### src/rtl/logic_box_cfg_pkg.sv
// Shared constants and FSM encoding for the Logic_box serial configuration loader.
// Frame layout: SYNC | ADDR | PAYLOAD [| PARITY when CFG_PARITY_EN is defined].
package logic_box_cfg_pkg;

    localparam logic [7:0] SYNC_BYTE     = 8'hA5;
    localparam logic [7:0] ACTIVATE_ADDR = 8'hFF;
    localparam int         PAYLOAD_W     = 23;

    // Payload = {lut[15:0], sel, sel_direction[1:0], sel_direction_BLEout[3:0]}
    localparam int LUT_LSB    = 7;
    localparam int SEL_BIT    = 6;
    localparam int DIR_LSB    = 4;
    localparam int BLEOUT_LSB = 0;

    typedef enum logic [2:0] {
        ST_HUNT   = 3'd0,
        ST_ADDR   = 3'd1,
        ST_DATA   = 3'd2,
        ST_PARITY = 3'd3,
        ST_COMMIT = 3'd4
    } cfg_state_t;

endpackage

### src/rtl/cfg_frame_deserializer.sv
// Serial frame deframer: sync hunt, address/payload shift registers and optional even parity.
// CFG_PARITY_EN adds a trailing parity bit over ADDR+PAYLOAD.
module cfg_frame_deserializer
    import logic_box_cfg_pkg::*;
#(
    parameter int ADDR_W = 8
) (
    input  logic                 clk,
    input  logic                 reset,
    input  logic                 cfg_bit,
    input  logic                 cfg_valid,
    output logic                 cfg_ready,
    output logic                 commit_pulse,
    output logic [ADDR_W-1:0]    addr,
    output logic [PAYLOAD_W-1:0] payload,
    output logic                 parity_ok
);

    cfg_state_t             state_reg, state_next;
    logic [7:0]             window_reg, window_next;
    logic [4:0]             bit_cnt_reg, bit_cnt_next;
    logic [ADDR_W-1:0]      addr_reg, addr_next;
    logic [PAYLOAD_W-1:0]   payload_reg, payload_next;
    logic                   accept;
`ifdef CFG_PARITY_EN
    logic                   parity_acc_reg, parity_acc_next;
    logic                   parity_ok_reg, parity_ok_next;
`endif

    // The commit cycle is the only cycle in which input is refused.
    assign accept = cfg_valid && (state_reg != ST_COMMIT);

    always_comb begin
        state_next   = state_reg;
        window_next  = window_reg;
        bit_cnt_next = bit_cnt_reg;
        addr_next    = addr_reg;
        payload_next = payload_reg;
`ifdef CFG_PARITY_EN
        parity_acc_next = parity_acc_reg;
        parity_ok_next  = parity_ok_reg;
`endif
        case (state_reg)
            ST_HUNT: begin
                if (accept) begin
                    window_next = {window_reg[6:0], cfg_bit};
                    if (window_next == SYNC_BYTE) begin
                        state_next   = ST_ADDR;
                        bit_cnt_next = '0;
`ifdef CFG_PARITY_EN
                        parity_acc_next = 1'b0;
`endif
                    end
                end
            end
            ST_ADDR: begin
                if (accept) begin
                    addr_next = {addr_reg[ADDR_W-2:0], cfg_bit};
`ifdef CFG_PARITY_EN
                    parity_acc_next = parity_acc_reg ^ cfg_bit;
`endif
                    if (bit_cnt_reg == 5'(ADDR_W - 1)) begin
                        state_next   = ST_DATA;
                        bit_cnt_next = '0;
                    end else begin
                        bit_cnt_next = bit_cnt_reg + 5'd1;
                    end
                end
            end
            ST_DATA: begin
                if (accept) begin
                    payload_next = {payload_reg[PAYLOAD_W-2:0], cfg_bit};
`ifdef CFG_PARITY_EN
                    parity_acc_next = parity_acc_reg ^ cfg_bit;
`endif
                    if (bit_cnt_reg == 5'(PAYLOAD_W - 1)) begin
                        bit_cnt_next = '0;
`ifdef CFG_PARITY_EN
                        state_next = ST_PARITY;
`else
                        state_next = ST_COMMIT;
`endif
                    end else begin
                        bit_cnt_next = bit_cnt_reg + 5'd1;
                    end
                end
            end
`ifdef CFG_PARITY_EN
            ST_PARITY: begin
                if (accept) begin
                    // Even parity: all 32 bits must XOR to zero.
                    parity_ok_next = ~(parity_acc_reg ^ cfg_bit);
                    state_next     = ST_COMMIT;
                end
            end
`endif
            ST_COMMIT: begin
                state_next  = ST_HUNT;
                window_next = '0;
            end
            default: begin
                state_next  = ST_HUNT;
                window_next = '0;
            end
        endcase
    end

    always_ff @(posedge clk) begin
        if (reset) begin
            state_reg   <= ST_HUNT;
            window_reg  <= '0;
            bit_cnt_reg <= '0;
            addr_reg    <= '0;
            payload_reg <= '0;
`ifdef CFG_PARITY_EN
            parity_acc_reg <= 1'b0;
            parity_ok_reg  <= 1'b0;
`endif
        end else begin
            state_reg   <= state_next;
            window_reg  <= window_next;
            bit_cnt_reg <= bit_cnt_next;
            addr_reg    <= addr_next;
            payload_reg <= payload_next;
`ifdef CFG_PARITY_EN
            parity_acc_reg <= parity_acc_next;
            parity_ok_reg  <= parity_ok_next;
`endif
        end
    end

    assign cfg_ready    = (state_reg != ST_COMMIT);
    assign commit_pulse = (state_reg == ST_COMMIT);
    assign addr         = addr_reg;
    assign payload      = payload_reg;
`ifdef CFG_PARITY_EN
    assign parity_ok    = parity_ok_reg;
`else
    assign parity_ok    = 1'b1;
`endif

endmodule

### src/rtl/logic_box_config_loader.sv
// Double-buffered serial config writer for a column of Logic_box tiles; shadows fill per frame,
// an ACTIVATE frame copies all shadows to live outputs at once. CFG_PARITY_EN enables frame parity.
module logic_box_config_loader
    import logic_box_cfg_pkg::*;
#(
    parameter int NUM_BOXES = 4,
    parameter int ADDR_W    = 8
) (
    input  logic                   clk,
    input  logic                   reset,
    input  logic                   cfg_bit,
    input  logic                   cfg_valid,
    output logic                   cfg_ready,
    output logic [16*NUM_BOXES-1:0] lut_out,
    output logic [NUM_BOXES-1:0]    sel_out,
    output logic [2*NUM_BOXES-1:0]  sel_direction_out,
    output logic [4*NUM_BOXES-1:0]  sel_dir_bleout_out,
    output logic                   cfg_wr_ack,
    output logic                   cfg_done,
    output logic                   cfg_error
);

    logic                 commit_pulse;
    logic [ADDR_W-1:0]    frame_addr;
    logic [PAYLOAD_W-1:0] frame_payload;
    logic                 parity_ok;
    logic                 wr_en, activate, bad_frame;

    cfg_frame_deserializer #(
        .ADDR_W(ADDR_W)
    ) u_deser (
        .clk          (clk),
        .reset        (reset),
        .cfg_bit      (cfg_bit),
        .cfg_valid    (cfg_valid),
        .cfg_ready    (cfg_ready),
        .commit_pulse (commit_pulse),
        .addr         (frame_addr),
        .payload      (frame_payload),
        .parity_ok    (parity_ok)
    );

    assign wr_en     = commit_pulse && parity_ok && (int'(frame_addr) < NUM_BOXES);
    assign activate  = commit_pulse && parity_ok && (frame_addr == ADDR_W'(ACTIVATE_ADDR));
    assign bad_frame = commit_pulse && !wr_en && !activate;

    always_ff @(posedge clk) begin
        if (reset) begin
            cfg_wr_ack <= 1'b0;
            cfg_error  <= 1'b0;
            cfg_done   <= 1'b0;
        end else begin
            cfg_wr_ack <= wr_en;
            cfg_error  <= bad_frame;
            if (activate) begin
                cfg_done <= 1'b1;
            end
        end
    end

    // Per-tile shadow/live pair; live only moves on ACTIVATE so running fabric is never disturbed.
    generate
        for (genvar gi = 0; gi < NUM_BOXES; gi++) begin : g_box
            logic [PAYLOAD_W-1:0] shadow_reg;
            logic [PAYLOAD_W-1:0] live_reg;

            always_ff @(posedge clk) begin
                if (reset) begin
                    shadow_reg <= '0;
                    live_reg   <= '0;
                end else begin
                    if (wr_en && (frame_addr == ADDR_W'(gi))) begin
                        shadow_reg <= frame_payload;
                    end
                    if (activate) begin
                        live_reg <= shadow_reg;
                    end
                end
            end

            assign lut_out[16*gi +: 16]           = live_reg[LUT_LSB +: 16];
            assign sel_out[gi]                    = live_reg[SEL_BIT];
            assign sel_direction_out[2*gi +: 2]   = live_reg[DIR_LSB +: 2];
            assign sel_dir_bleout_out[4*gi +: 4]  = live_reg[BLEOUT_LSB +: 4];
        end
    endgenerate

endmodule
### config.mk
export PLATFORM = sky130hd
export DESIGN_NAME = logic_box_config_loader
export DESIGN_NICKNAME = d
export VERILOG_FILES = /design/src/rtl/logic_box_cfg_pkg.sv /design/src/rtl/cfg_frame_deserializer.sv /design/src/rtl/logic_box_config_loader.sv
export SDC_FILE = /design/constraint.sdc
export NUM_CORES = 1
export LEC_CHECK = 0
export ABC_AREA = 1
export BUFFER_PORTS_ARGS = -buffer_cell sky130_fd_sc_hd__buf_2
export CELL_PAD_IN_SITES_DETAIL_PLACEMENT = 0
export CELL_PAD_IN_SITES_GLOBAL_PLACEMENT = 1
export CORE_MARGIN = 3
export CORE_UTILIZATION = 34
export DETAILED_ROUTE_END_ITERATION = 8
export GPL_TIMING_DRIVEN = 0
export PLACE_DENSITY_LB_ADDON = 0.1
export SLEW_MARGIN = 20
export SYNTH_ARGS = -nofsm -noshare
export SYNTH_HDL_FRONTEND = slang
export SYNTH_SLANG_ARGS = --single-unit
### constraint.sdc
create_clock -name clk -period 1.3 [get_ports clk]
set_input_delay 0.065 -clock clk [delete_from_list [all_inputs] [get_ports clk]]
set_output_delay 0.065 -clock clk [all_outputs]
set_load 0.01 [all_outputs]
==> flow_summary.ini <==
[outcome]
outcome = finished with violations
failed_checks = setup timing

[floorplan]
io_pins = 100
start_util_pct = 34.9
die_h_um = 165
die_x_um = 165
die_area_um2 = 27200
num_rows = 57
coreArea_um2 = 24600

[power]
power_switching_share_pct = 22.9
leakagePower_nw = 5.31
intPower_w = 0.0125
peakVddDrop_v = 0.000840
p_switching_w = 0.00372
pwr-share-clk_pct = 47.8
powerDensity_nw_per_um2 = 1230
seqPwrFrac_pct = 44.6
p_comb_share_pct = 7.7

[final_layout]
fillCellCount = 2308
fin_nets = 1300
drive_above_1_share_pct = 39.1
synthToLayoutAreaGrowth_pct = 53.2
antenna_cells = 0
final_common_cell = dfxtp_1
finalInstanceArea_um2 = 13200
post-route-util_pct = 53.5
stdcell_count = 1637
layout_common_cells = 220 x dfxtp_1, 124 x nor2_1, 121 x nand2_1, 99 x nand3_1, 98 x buf_2

[sta]
fin_crit_ps = 1620
rsz0062_at_grt = true
skew_ps = 10.2
hold_viol = 0
period_share_pct = 124
tightestPinTransition_ps = 754
max_freq_mhz = 618
holdWs_ps = 158
setup_ws_ps = -318
setup_violations = 232
drv_slew = 0
max_slew_margin_pct = 49.7

[logic_synthesis]
synth_top_area_cell = dfxtp_1
synthTopCellsByArea = dfxtp_1 54%, nor2_1 9.4%, a21oi_1 7.6%
avgSynthCellArea_um2 = 7.86
yosys_warnings = 0
ys_seq_area_share_pct = 54.2
synthCells = 1094
synth_nets = 1100
ys_ff_latch = 233
synth_area_um2 = 8600
synth_cell_types = 27
synth.top_cell.area_share_pct = 54.2

[clock_tree]
cts-htree-levels = 1
clk_latency_ps = 530
cts_buffers = 26
cts.sinks = 233
cts_tree = yes
clk_pin_slew_ps = 60
clock_path_buffers = 3
clockRootBuffer = clkbuf_16

[global_routing]
grtUsageTotal_pct = 19.3
grt.met2_usage_pct = 29.5
grt_pass1_wl_um = 41300
grt_max_degree = 13
met1_usage_pct = 28.7
use_met3_pct = 2.63
antenna_found_initial = 0
overflow = 0
globalRoute.busiestLayer = met2
grt_pass1_vias = 7201

[route]
drc = 0
dr.pass1.iters = 5
final_antenna_net_count = 0
wl_per_cell_um = 17.6
routed_wl_um = 28800
num_vias = 8038
via_per_inst = 4.91
drt_iter0_markers = 406

[critical_path]
endpoint = g_box[3].live_reg[19]$_SDFFE_PP0P_
ff2ff_setup_slack_ps = -320
r2r_end = g_box[3].live_reg[19]$_SDFFE_PP0P_
cp_data_required_time_ps = 1730
endpoint_kind = flip-flop
startpoint_type = flip-flop
crit_type = reg2reg
crit_path_start = u_deser.addr[7]$_SDFFE_PP0P_
reg2reg_depth = 8
worstPathArrival_ps = 2050
timing.rr.start = u_deser.addr[7]$_SDFFE_PP0P_
crit_path_max_fanout = 6

[placed_design]
placed_area_um2 = 9540
placed_cells = 1515
portBuffers = 97
dp_hpwl_um = 17300
post-place-ws_ps = -787
gp_congestion = 0.827

[worst_hold_path]
hold_path.class = in2reg

[job]
max-cap-violations = 0
==> critical path: stages, from the launching register on <==
cell	delay (ps)
dfxtp_4	370
nand4_1	170
nor3_4	270
buf_12	180
inv_8	60
buf_16	150
clkbuf_16	170
nor2_1	90
nor2_1	50
==> kinds of logic (layout without fill, tap and decap cells) <==
group	after synthesis	after routing	share of synthesized area, %
xor gates and xnor gates	2	2	0.204
adders and majority gates	2	2	0.291
AOI/OAI and AO/OA	234	234	13.7
buffers and inverters	103	321	5.95
DFF	233	233	54.2
and+or+nand+nor	520	521	25.6
==> Yosys cell counts <==
| library cell | count |
|---|---|
| nand4_1 | 3 |
| buf_2 | 37 |
| o21bai_1 | 1 |
| buf_6 | 10 |
| nor2_4 | 1 |
| clkbuf_1 | 30 |
| a21oi_1 | 130 |
| inv_1 | 20 |
| o21ai_0 | 72 |
| o21ai_1 | 29 |
| clkinv_1 | 1 |
| dfxtp_1 | 233 |
| nand2_1 | 157 |
| o211ai_1 | 1 |
| inv_2 | 4 |
| o21a_1 | 1 |
| nor3_4 | 1 |
| nor3b_1 | 1 |
| nand3_1 | 129 |
| nand3b_1 | 1 |
| nand3_4 | 1 |
| ha_1 | 2 |
| nor2_1 | 215 |
| nor2_2 | 8 |
| nand3_2 | 3 |
| xor2_1 | 2 |
| clkbuf_4 | 1 |
==> worst min path at each step <==
stage | startpoint | depth (start not counted) | slack [ps] | endpoint
floorplan | cfg_bit | 2 | 230 | u_deser.window_reg[0]$_SDFFE_PP0P_
global placement | cfg_bit | 3 | 420 | u_deser.window_reg[0]$_SDFFE_PP0P_
detailed placement | cfg_bit | 3 | 430 | u_deser.window_reg[0]$_SDFFE_PP0P_
CTS | cfg_valid | 4 | 70 | u_deser.payload[1]$_SDFFE_PP0P_
global route | cfg_valid | 4 | 190 | u_deser.payload[0]$_SDFFE_PP0P_
finish | cfg_valid | 4 | 160 | u_deser.payload[22]$_SDFFE_PP0P_
==> cell type report <==
class,count,area [µm²],share of cell area [%]
sequential,233,4710,35.7
multi-input combinational,759,4600,34.9
timing repair buffer,175,1670,12.7
clock buffer,41,808,6.14
buffer,74,751,5.70
tap,324,405,3.08
inverter,25,131,0.997
clock inverter,6,105,0.798
==> layer usage <==
| layer | up-vias | routed length (µm) |
|---|---|---|
| li1 | 4049 | - |
| met1 | 3770 | 13900 |
| met2 | 183 | 12900 |
| met3 | 36 | 1420 |
| met4 | 0 | 523 |
| met5 | - | 0 |
==> power groups by stage <==
stage               sequential [W]  clock (W)  combinational (W)
detailed placement         0.00739          0           0.000646
global placement           0.00739          0           0.000648
global route               0.00724    0.00822            0.00134
finish                     0.00724    0.00775            0.00125
CTS                        0.00723    0.00795           0.000789
floorplan                  0.00738          0           0.000469
==> repair_timing <==
action                                  CTS  global route
gates cloned                              3            22
gates resized for setup                 122           363
pin swaps                                39            95
hold endpoints to repair                  5             0
buffers inserted                         25            27
endpoints found under the setup margin  234           230
hold buffers                              2             0
==> per-stage QoR <==
stage	power [W]	TNS [ps]
final	0.0162	-48710
after global routing	0.0168	-63530
after CTS	0.0160	-44010
after detailed placement	0.00803	-103030
after global placement	0.00804	-104880
after floorplan	0.00784	-2370
Note: power is estimated with default switching activity, not from simulation.
